File: src/rtl/nn_pkg.sv
// Shared definitions for the nn_* classifier blocks: FSM state codes,
// default layer geometry and the signed-minimum seed for second-best tracking.
package nn_pkg;

  localparam int NN_N_CLASSES = 10;
  localparam int NN_DATA_W    = 16;
  localparam int NN_IDX_W     = 4;

  // Argmax FSM state encoding
  localparam logic [1:0] ST_IDLE = 2'd0;
  localparam logic [1:0] ST_SCAN = 2'd1;
  localparam logic [1:0] ST_HOLD = 2'd2;

  // Most negative activation at the default width; seeds second-best
  localparam logic signed [NN_DATA_W-1:0] NN_SMIN = {1'b1, {(NN_DATA_W-1){1'b0}}};

endpackage

File: src/rtl/nn_argmax_cell.sv
// Single-element argmax update: folds activation x (at index cnt) into the
// running best/index, and, with NN_ARGMAX_MARGIN_EN, the running second best.
// Strict signed compare so a tie keeps the earlier (lower) index.
module nn_argmax_cell #(
  parameter int DATA_W = 16,
  parameter int IDX_W  = 4
) (
  input  logic signed [DATA_W-1:0] best,
`ifdef NN_ARGMAX_MARGIN_EN
  input  logic signed [DATA_W-1:0] second,
  output logic signed [DATA_W-1:0] second_nxt,
`endif
  input  logic        [IDX_W-1:0]  idx,
  input  logic signed [DATA_W-1:0] x,
  input  logic        [IDX_W-1:0]  cnt,
  output logic signed [DATA_W-1:0] best_nxt,
  output logic        [IDX_W-1:0]  idx_nxt
);

  // Compare x against the current best (and second best) and pick the winners
  always_comb begin
    best_nxt = best;
    idx_nxt  = idx;
`ifdef NN_ARGMAX_MARGIN_EN
    second_nxt = second;
`endif
    if (x > best) begin
      best_nxt = x;
      idx_nxt  = cnt;
`ifdef NN_ARGMAX_MARGIN_EN
      second_nxt = best;
`endif
    end else begin
      best_nxt = best;
      idx_nxt  = idx;
`ifdef NN_ARGMAX_MARGIN_EN
      if (x > second) begin
        second_nxt = x;
      end else begin
        second_nxt = second;
      end
`endif
    end
  end

endmodule

File: src/rtl/nn_argmax.sv
// Classifier output stage: captures the dense-layer activation vector on a
// level-high done, scans one element per cycle for the maximum and presents
// class index and value over valid/ready. Optional feature macro:
// NN_ARGMAX_MARGIN_EN adds out_margin = best - second best (DATA_W+1 bits).
module nn_argmax
  import nn_pkg::*;
#(
  parameter int N_CLASSES = NN_N_CLASSES,
  parameter int DATA_W    = NN_DATA_W,
  parameter int IDX_W     = NN_IDX_W
) (
  input  logic                          clk,
  input  logic                          rstn,
  input  logic                          in_valid,
  input  logic [N_CLASSES*DATA_W-1:0]   in_vec,
  output logic                          in_ready,
  output logic                          out_valid,
  input  logic                          out_ready,
  output logic [IDX_W-1:0]              out_class,
  output logic signed [DATA_W-1:0]      out_max,
`ifdef NN_ARGMAX_MARGIN_EN
  output logic signed [DATA_W:0]        out_margin,
`endif
  output logic                          busy
);

  localparam logic signed [DATA_W-1:0] SMIN = {1'b1, {(DATA_W-1){1'b0}}};

  logic [1:0]                      state_r, state_nxt_s;
  logic                            armed_r, armed_nxt_s;
  logic                            in_ready_r, busy_r, out_valid_r;
  logic [N_CLASSES*DATA_W-1:0]     buf_r;
  logic signed [DATA_W-1:0]        best_r, best_nxt_s;
  logic [IDX_W-1:0]                idx_r, idx_nxt_s, cnt_r;
  logic [IDX_W-1:0]                out_class_r;
  logic signed [DATA_W-1:0]        out_max_r;
  logic [DATA_W-1:0]               x_s;
  logic                            accept_s, last_s;
`ifdef NN_ARGMAX_MARGIN_EN
  logic signed [DATA_W-1:0]        second_r, second_nxt_s;
  logic signed [DATA_W:0]          out_margin_r;
`endif

  assign accept_s = (state_r == ST_IDLE) && armed_r && in_valid;
  assign last_s   = (cnt_r == IDX_W'(N_CLASSES-1));

  // Select buffered element cnt_r as an AND-OR mux (out-of-range cnt gives 0)
  always_comb begin
    x_s = {DATA_W{1'b0}};
    for (int k = 0; k < N_CLASSES; k++) begin
      x_s = x_s | (buf_r[k*DATA_W +: DATA_W] & {DATA_W{cnt_r == IDX_W'(k)}});
    end
  end

  nn_argmax_cell #(
    .DATA_W (DATA_W),
    .IDX_W  (IDX_W)
  ) u_cell (
    .best       (best_r),
`ifdef NN_ARGMAX_MARGIN_EN
    .second     (second_r),
    .second_nxt (second_nxt_s),
`endif
    .idx        (idx_r),
    .x          (x_s),
    .cnt        (cnt_r),
    .best_nxt   (best_nxt_s),
    .idx_nxt    (idx_nxt_s)
  );

  // Next-state and re-arm logic; a sampled low done re-arms the block
  always_comb begin
    state_nxt_s = state_r;
    armed_nxt_s = armed_r;
    if (!in_valid) begin
      armed_nxt_s = 1'b1;
    end else if (accept_s) begin
      armed_nxt_s = 1'b0;
    end else begin
      armed_nxt_s = armed_r;
    end
    case (state_r)
      ST_IDLE: begin
        if (accept_s) state_nxt_s = ST_SCAN;
        else          state_nxt_s = ST_IDLE;
      end
      ST_SCAN: begin
        if (last_s) state_nxt_s = ST_HOLD;
        else        state_nxt_s = ST_SCAN;
      end
      ST_HOLD: begin
        if (out_valid_r && out_ready) state_nxt_s = ST_IDLE;
        else                          state_nxt_s = ST_HOLD;
      end
      default: state_nxt_s = ST_IDLE;
    endcase
  end

  // Control registers; in_ready/busy are registered from next-state values
  always_ff @(posedge clk or negedge rstn) begin
    if (!rstn) begin
      state_r    <= ST_IDLE;
      armed_r    <= 1'b1;
      in_ready_r <= 1'b1;
      busy_r     <= 1'b0;
    end else begin
      state_r    <= state_nxt_s;
      armed_r    <= armed_nxt_s;
      in_ready_r <= (state_nxt_s == ST_IDLE) && armed_nxt_s;
      busy_r     <= (state_nxt_s != ST_IDLE);
    end
  end

  // Datapath: capture on accept, fold one element per SCAN cycle, publish on last
  always_ff @(posedge clk or negedge rstn) begin
    if (!rstn) begin
      buf_r        <= {(N_CLASSES*DATA_W){1'b0}};
      best_r       <= {DATA_W{1'b0}};
      idx_r        <= {IDX_W{1'b0}};
      cnt_r        <= {IDX_W{1'b0}};
      out_valid_r  <= 1'b0;
      out_class_r  <= {IDX_W{1'b0}};
      out_max_r    <= {DATA_W{1'b0}};
`ifdef NN_ARGMAX_MARGIN_EN
      second_r     <= {DATA_W{1'b0}};
      out_margin_r <= {(DATA_W+1){1'b0}};
`endif
    end else begin
      case (state_r)
        ST_IDLE: begin
          if (accept_s) begin
            buf_r  <= in_vec;
            best_r <= in_vec[DATA_W-1:0];
            idx_r  <= {IDX_W{1'b0}};
            cnt_r  <= IDX_W'(1);
`ifdef NN_ARGMAX_MARGIN_EN
            second_r <= SMIN;
`endif
          end
        end
        ST_SCAN: begin
          best_r <= best_nxt_s;
          idx_r  <= idx_nxt_s;
          cnt_r  <= cnt_r + IDX_W'(1);
`ifdef NN_ARGMAX_MARGIN_EN
          second_r <= second_nxt_s;
`endif
          if (last_s) begin
            out_valid_r <= 1'b1;
            out_class_r <= idx_nxt_s;
            out_max_r   <= best_nxt_s;
`ifdef NN_ARGMAX_MARGIN_EN
            out_margin_r <= {best_nxt_s[DATA_W-1], best_nxt_s}
                          - {second_nxt_s[DATA_W-1], second_nxt_s};
`endif
          end
        end
        ST_HOLD: begin
          if (out_ready) out_valid_r <= 1'b0;
        end
        default: out_valid_r <= 1'b0;
      endcase
    end
  end

  assign in_ready   = in_ready_r;
  assign busy       = busy_r;
  assign out_valid  = out_valid_r;
  assign out_class  = out_class_r;
  assign out_max    = out_max_r;
`ifdef NN_ARGMAX_MARGIN_EN
  assign out_margin = out_margin_r;
`endif

endmodule

File: config.mk
export PLATFORM = sky130hd
export DESIGN_NAME = nn_argmax
export DESIGN_NICKNAME = d
export VERILOG_FILES = /design/src/rtl/nn_pkg.sv /design/src/rtl/nn_argmax_cell.sv /design/src/rtl/nn_argmax.sv
export SDC_FILE = /design/constraint.sdc
export NUM_CORES = 1
export LEC_CHECK = 0
export CORE_ASPECT_RATIO = 1.5
export CORE_MARGIN = 2
export CORE_UTILIZATION = 52
export CTS_CLUSTER_DIAMETER = 30
export DETAILED_ROUTE_END_ITERATION = 10
export GPL_TIMING_DRIVEN = 0
export HOLD_SLACK_MARGIN = 0.1
export PLACE_DENSITY = 0.8
export SLEW_MARGIN = 20
export SYNTH_ARGS = -nofsm -noshare
export SYNTH_HDL_FRONTEND = slang
export SYNTH_SLANG_ARGS = --single-unit
File: constraint.sdc
create_clock -name clk -period 4.3 [get_ports clk]
set_clock_uncertainty 0.15 [all_clocks]
set_input_delay 0.645 -clock clk [delete_from_list [all_inputs] [get_ports clk]]
set_output_delay 0.645 -clock clk [all_outputs]
set_load 0.01 [all_outputs]
Yosys cells after proc, flatten, opt, wreduce, memory -nomap -nowiden
Index checks and enable logic that the tools add are counted.
Operators by class
  $add $sub $neg: 1
  magnitude comparators: 1
  equality and inequality tests: 14
  muxes and demuxes: 17
  bitwise operators: 20
  reduce and logical (&&, ||, !) cells: 13
Operators with widths (number)
  $and 16x16->16: 10
  $or 16x16->16: 9
  $mux 16: 2
  $pmux 16 s2: 1
  $eq 4x3->1 const B: 4
  $gt 16x16->1: 1
  $pmux 4 s2: 2
  $mux 4: 3
  $eq 4x2->1 const B: 2
  $eq 4x4->1 const B: 2
  $ne 2x2->1 const B: 3
  $pmux 2 s3: 1
  $reduce_and 2->1: 3
  $mux 1: 5
  $add 4x1->4 const B: 1
  $eq 4x1->1 const B: 1
  $logic_and 1x1->1: 4
  $logic_not 2->1: 2
  $logic_not 4->1: 1
  $mux 2: 2
  $reduce_bool 2->1: 2
  $pmux 1 s3: 1
  $reduce_and 3->1: 1
  $eq 2x1->1 const B: 1
  other kinds (2): 2
Storage, ports and cells
  bits in registers: 210
  input port bits: 164
  output and inout port bits: 23
  word-level logic and storage cells: 77

Depth between registers and ports, before layout
  word-level depth: 14
  mapped depth: 17
  mapped depth without buffers: 14

By module
From an unflattened synthesis, not the netlist that was laid out.
Second synthesis, totals
  cells, all modules: 1110
  area total of the unflattened synthesis: 10047.1 µm²
Modules (own cells, without submodules)
  nn_argmax: instances 1, cells each 1027, area an instance 9296.4 µm², seq. area each 5257.5 µm²
  nn_argmax_cell: instances 1, cells each 83, area an instance 750.7 µm², seq. area each 0.0 µm²

Worst setup path before layout
No wires, ideal clock.
  path kind: reg-to-reg
  start: register cnt_r[0]
  end: register best_r[10]
  setup time: 0.126 ns
  arrival: 3.480 ns
  required time: 4.024 ns
  slack: 0.544 ns
  cell stages (with the launch flop): 16
  buffers on the path: 4
  clock period less this slack: 3.756 ns
  cells stage by stage: dfrtp_1 > inv_1 > ha_1 > clkbuf_1 > clkbuf_1 > clkbuf_1 > a222oi_1 > nand3_1 > ha_1 > nand4_1 > nor4_1 > a21boi_0 > o31a_1 > nor2_1 > buf_2 > a221o_1
Between the ends
  cells in the longest elaborated chain, start to end: 14
  elaborated cells between the ends (all ways): 32
  classes of those cells: order compare: 1; eq/ne: 9; mux: 2; bitwise: 19; reduce/logical: 1
Ends and longest elaborated chain
  start, declared: RTL line nn_argmax.sv:34  | logic [IDX_W-1:0] idx_r, idx_nxt_s, cnt_r;
  start signal, assigned: RTL line nn_argmax.sv:120  | cnt_r <= {IDX_W{1'b0}};
  start signal, assigned: RTL line nn_argmax.sv:144  | cnt_r <= cnt_r + IDX_W'(1);
  $eq 4x1->1 / $logic_not 4->1 (equally long branches): RTL line nn_argmax.sv:51  | x_s = x_s | (buf_r[k*DATA_W +: DATA_W] & {DATA_W{cnt_r == IDX_W'(k)}});
  $and 16x16->16: RTL line nn_argmax.sv:51
  $or 16x16->16 (8 in a row): RTL line nn_argmax.sv:51
  $or 16x16->16 (*): RTL line nn_argmax.sv:51
  $gt 16x16->1: RTL line nn_argmax_cell.sv:27  | if (x > best) begin
  $mux 16 (*): RTL line nn_argmax_cell.sv:27
  $pmux 16 s2 (*): RTL line nn_argmax.sv:129  | case (state_r)
  end signal, assigned: RTL line nn_argmax.sv:118  | best_r <= {DATA_W{1'b0}};
  end signal, assigned: RTL line nn_argmax.sv:133  | best_r <= in_vec[DATA_W-1:0];
  end signal, assigned: RTL line nn_argmax.sv:142  | best_r <= best_nxt_s;
  end, declared: RTL line nn_argmax.sv:33  | logic signed [DATA_W-1:0] best_r, best_nxt_s;
Mark *: on every way between the ends. The rest lies on a longest branch, timed or not.
A chain may end at the register's enable or synchronous reset.

Worst setup path in the final report
  start: register cnt_r[1]
  end: register best_r[3]
The elaborated chain is that of the path after synthesis.

==> impl_metrics.yaml <==
timing:
  tightest_slew_ns: 0.843
  period_share_pct: 98.6
  hold_viol: 0
  finalSetupViolations: 0
  rsz0062_at_grt: "true"
  finalMaxSlewViolations: 0
  timing.fmax_mhz: 236
  slew_headroom_pct: 43.8
  min_period_ns: 4.24
  fin_ws_ns: 0.0613
placed_design:
  dpl.cell_count: 1522
  place_area_sq_um: 11900
  io_buffers: 186
  pre_cts_ws_ns: -0.854
  place_congestion: 0.974
  dp_hpwl_microns: 23600
logic_synthesis:
  ys_seq_area_share_pct: 54.3
  synth.ff_latch_count: 210
  synth_nets: 1266
  synthCells: 1082
  synth_ff_type: "dfrtp_1"
  synth_adder_area_share_pct: 2.58
  synth_top_family_by_area: "simple AND/OR/NAND/NOR gates"
  synthesis.area_sq_um: 9690
  ys_warn_count: 0
  synth.mux.area_fraction_pct: 3.15
  synth_xor_area_share_pct: 0.0904
  async_reset_ff_share_pct: 100
  synth_compound_area_share_pct: 12.4
  syn_area_per_cell_sq_um: 8.95
  synth_enable_flop_cells: 0
  synth_cell_types: 48
  synth_simple_gate_area_share_pct: 23.5
power_and_ir_drop:
  ir_drop_mv: 0.478
  fin_total_pwr_mw: 11.2
  p_per_area_nw_per_um2: 852
  leakage_nw: 6.38
worst_setup_path:
  path_class: "register to register"
  cp_data_required_time_ns: 4.57
  r2r_end: "best_r[3]"
  reg2reg_depth: 15
  worst_ep_arrival_time_ns: 4.51
  r2r_slack_ns: 0.06
  end_kind: "register"
  cp_max_fo: 10
  r2r_start: "cnt_r[1]"
  start_kind: "register"
clocking:
  root_buffer: "clkbuf_16"
  numCtsBuffers: 31
  cts_buffer_depth: 3
  ctsHtreeMaxLevel: 1
  clk-insertion-delay-late_ns: 0.54
  cts.clk_slew.worst_paths_ns: 0.06
  cts_tree: "built"
  clock_sinks: 210
floorplanning:
  core-area_sq_um: 18400
  start_util_pct: 52.7
  die_area_sq_um: 19800
  die_w_microns: 115
  die_h_microns: 171
  fp-row-count: 61
  num_io_pins: 187
grt:
  grt-ovfl-total: 0
  first_global_vias: 9065
  grt_use_total_pct: 32.6
  grt_max_degree: 89
  grt_pass1_wl_microns: 48500
  antenna_found_initial: 0
routing:
  viasPerCell: 5.68
  wl_per_cell_microns: 20.0
  ant_nets: 0
  drc: 0
  drt_iter0_drc: 977
  vias: 8978
  dr.pass1.iters: 8
  routed_wl_microns: 31700
layout:
  layout.cells.non_filler: 1582
  fillCellCount: 1394
  layout.nets: 1490
  fin_area_sq_um: 13100
  drive_gt1_share_pct: 7.97
  syn_to_final_growth_pct: 35.2
  antenna_cells: 0
hold_path:
  whs_endpoint: "out_max[3]"
  hold_start: "out_max[3]"
  hp-class: "register to register"
  min_path_cells: 2
status:
  outcome: "finished, final reports clean"
flow_run:
  cap_viol_max_count: 0
[cell usage after synthesis (12+ instances only)]
cell | count | area share [%]
nand3_1 | 19 | 0.98
a21o_1 | 16 | 1.2
a21oi_1 | 22 | 1.1
a222oi_1 | 13 | 1.3
a22o_1 | 12 | 1.1
clkbuf_1 | 56 | 2.2
ha_1 | 20 | 2.6
nor2_1 | 21 | 0.81
mux2i_1 | 26 | 2.7
a221o_1 | 17 | 1.8
o21ai_0 | 32 | 1.7
a221oi_1 | 12 | 1.1
nand2_1 | 480 | 19
inv_1 | 22 | 0.85
a22oi_1 | 16 | 1.2
dfrtp_1 | 208 | 54
and2_1 | 18 | 1.2
[power breakdown]
part	switching, mW	leakage [nW]	internal, mW
clock	1.01	0.498	1.46
combinational	2.99	3.26	2.14
sequential	0.647	2.63	2.92
[kinds of logic after synthesis]
family | count (synthesis)
AO/OA/AOI/OAI | 164
XOR/XNOR | 1
adder cells (fa/ha/maj) | 20
buffers and inverters | 92
flip-flops | 210
multiplexers | 30
AND/OR/NAND/NOR | 565
[worst max-delay path by stage]
stage                    to  cells after the start      from  slack, ns
4_1_cts          best_r[13]                     13  cnt_r[0]       0.03
3_3_place_gp     buf_r[143]                      1      rstn      -6.04
3_5_place_dp     out_max[6]                     15  cnt_r[0]      -0.85
2_1_floorplan    best_r[10]                     15  cnt_r[0]       0.54
6_report          best_r[3]                     15  cnt_r[1]       0.06
5_1_grt        out_class[1]                     15  cnt_r[1]      -0.03
[worst max-delay path, stage by stage, from the launching register on]
cell      delay, ns
dfrtp_2        0.47
inv_1          0.13
ha_2           0.34
clkbuf_4       0.33
a22oi_1        0.17
o21ai_0        0.35
nand2_1        0.11
a31oi_2        0.31
ha_1           0.21
nand3_1        0.19
nor4_4         0.37
a21boi_2       0.25
o31a_1         0.19
nor2_1         0.06
buf_2          0.18
a221o_1        0.30
[through the flow]
stage               utilization (%)  setup TNS, ns  hold slack [ns]
floorplan                         -              0            0.199
global placement               64.5       -1288.22            0.302
detailed placement             64.8         -32.22            0.311
CTS                            70.9              0            0.325
global route                   71.2         -0.117            0.345
finish                         71.2              0            0.324
[state kept, by name, indices dropped and copies added (netlist names)]
register / cells
out_class: 4
state_r: 2
armed_r: 1
idx_r: 4
buf_r: 160
out_max: 16
best_r: 16
in_ready: 1
cnt_r: 4
out_valid: 1
busy: 1
[routing by layer]
| metal | part of all wire (%) | global-route usage, % | vias up |
|---|---|---|---|
| met1 | 37 | 39.3 | 4310 |
| met2 | 50 | 55.6 | 470 |
| li1 | - | - | 4079 |
| met5 | 0 | 0 | - |
| met4 | 6.2 | 18.7 | 0 |
| met3 | 6.6 | 4.04 | 119 |
[cell type report]
class                      count  area, sq um  area share [%]
clock buffer                  36          815            6.22
inverter                      22         82.6           0.631
clock inverter                21          213            1.62
multi-input combinational    780         4130            31.5
timing repair buffer         194         1970            15.0
sequential                   210         5260            40.2
tap                          252          315            2.41
buffer                        67          315            2.41
[cells in the final DEF, fill, tap and decap left out, types with 11 or more instances in the layout]
master           instances
o21ai_0                 32
clkbuf_16               31
nor2_1                  20
ha_1                    16
a22o_1                  12
nand2_1                480
clkbuf_1                47
dfrtp_1                206
a221oi_1                11
inv_1                   22
and2_1                  18
a222oi_1                13
a21o_1                  16
a221o_1                 17
nand3_1                 19
clkdlybuf4s50_1        185
a21oi_1                 22
a22oi_1                 14
mux2i_1                 26
[timing repair]
action / CTS / global route
hold endpoints to repair: 47 / 0
pin swaps: 3 / 4
resized for setup: 20 / 16
hold buffers: 1 / 0
setup buffers: 3 / 2
setup endpoints to repair: 40 / 40
Power figures use the tool's default switching activity.
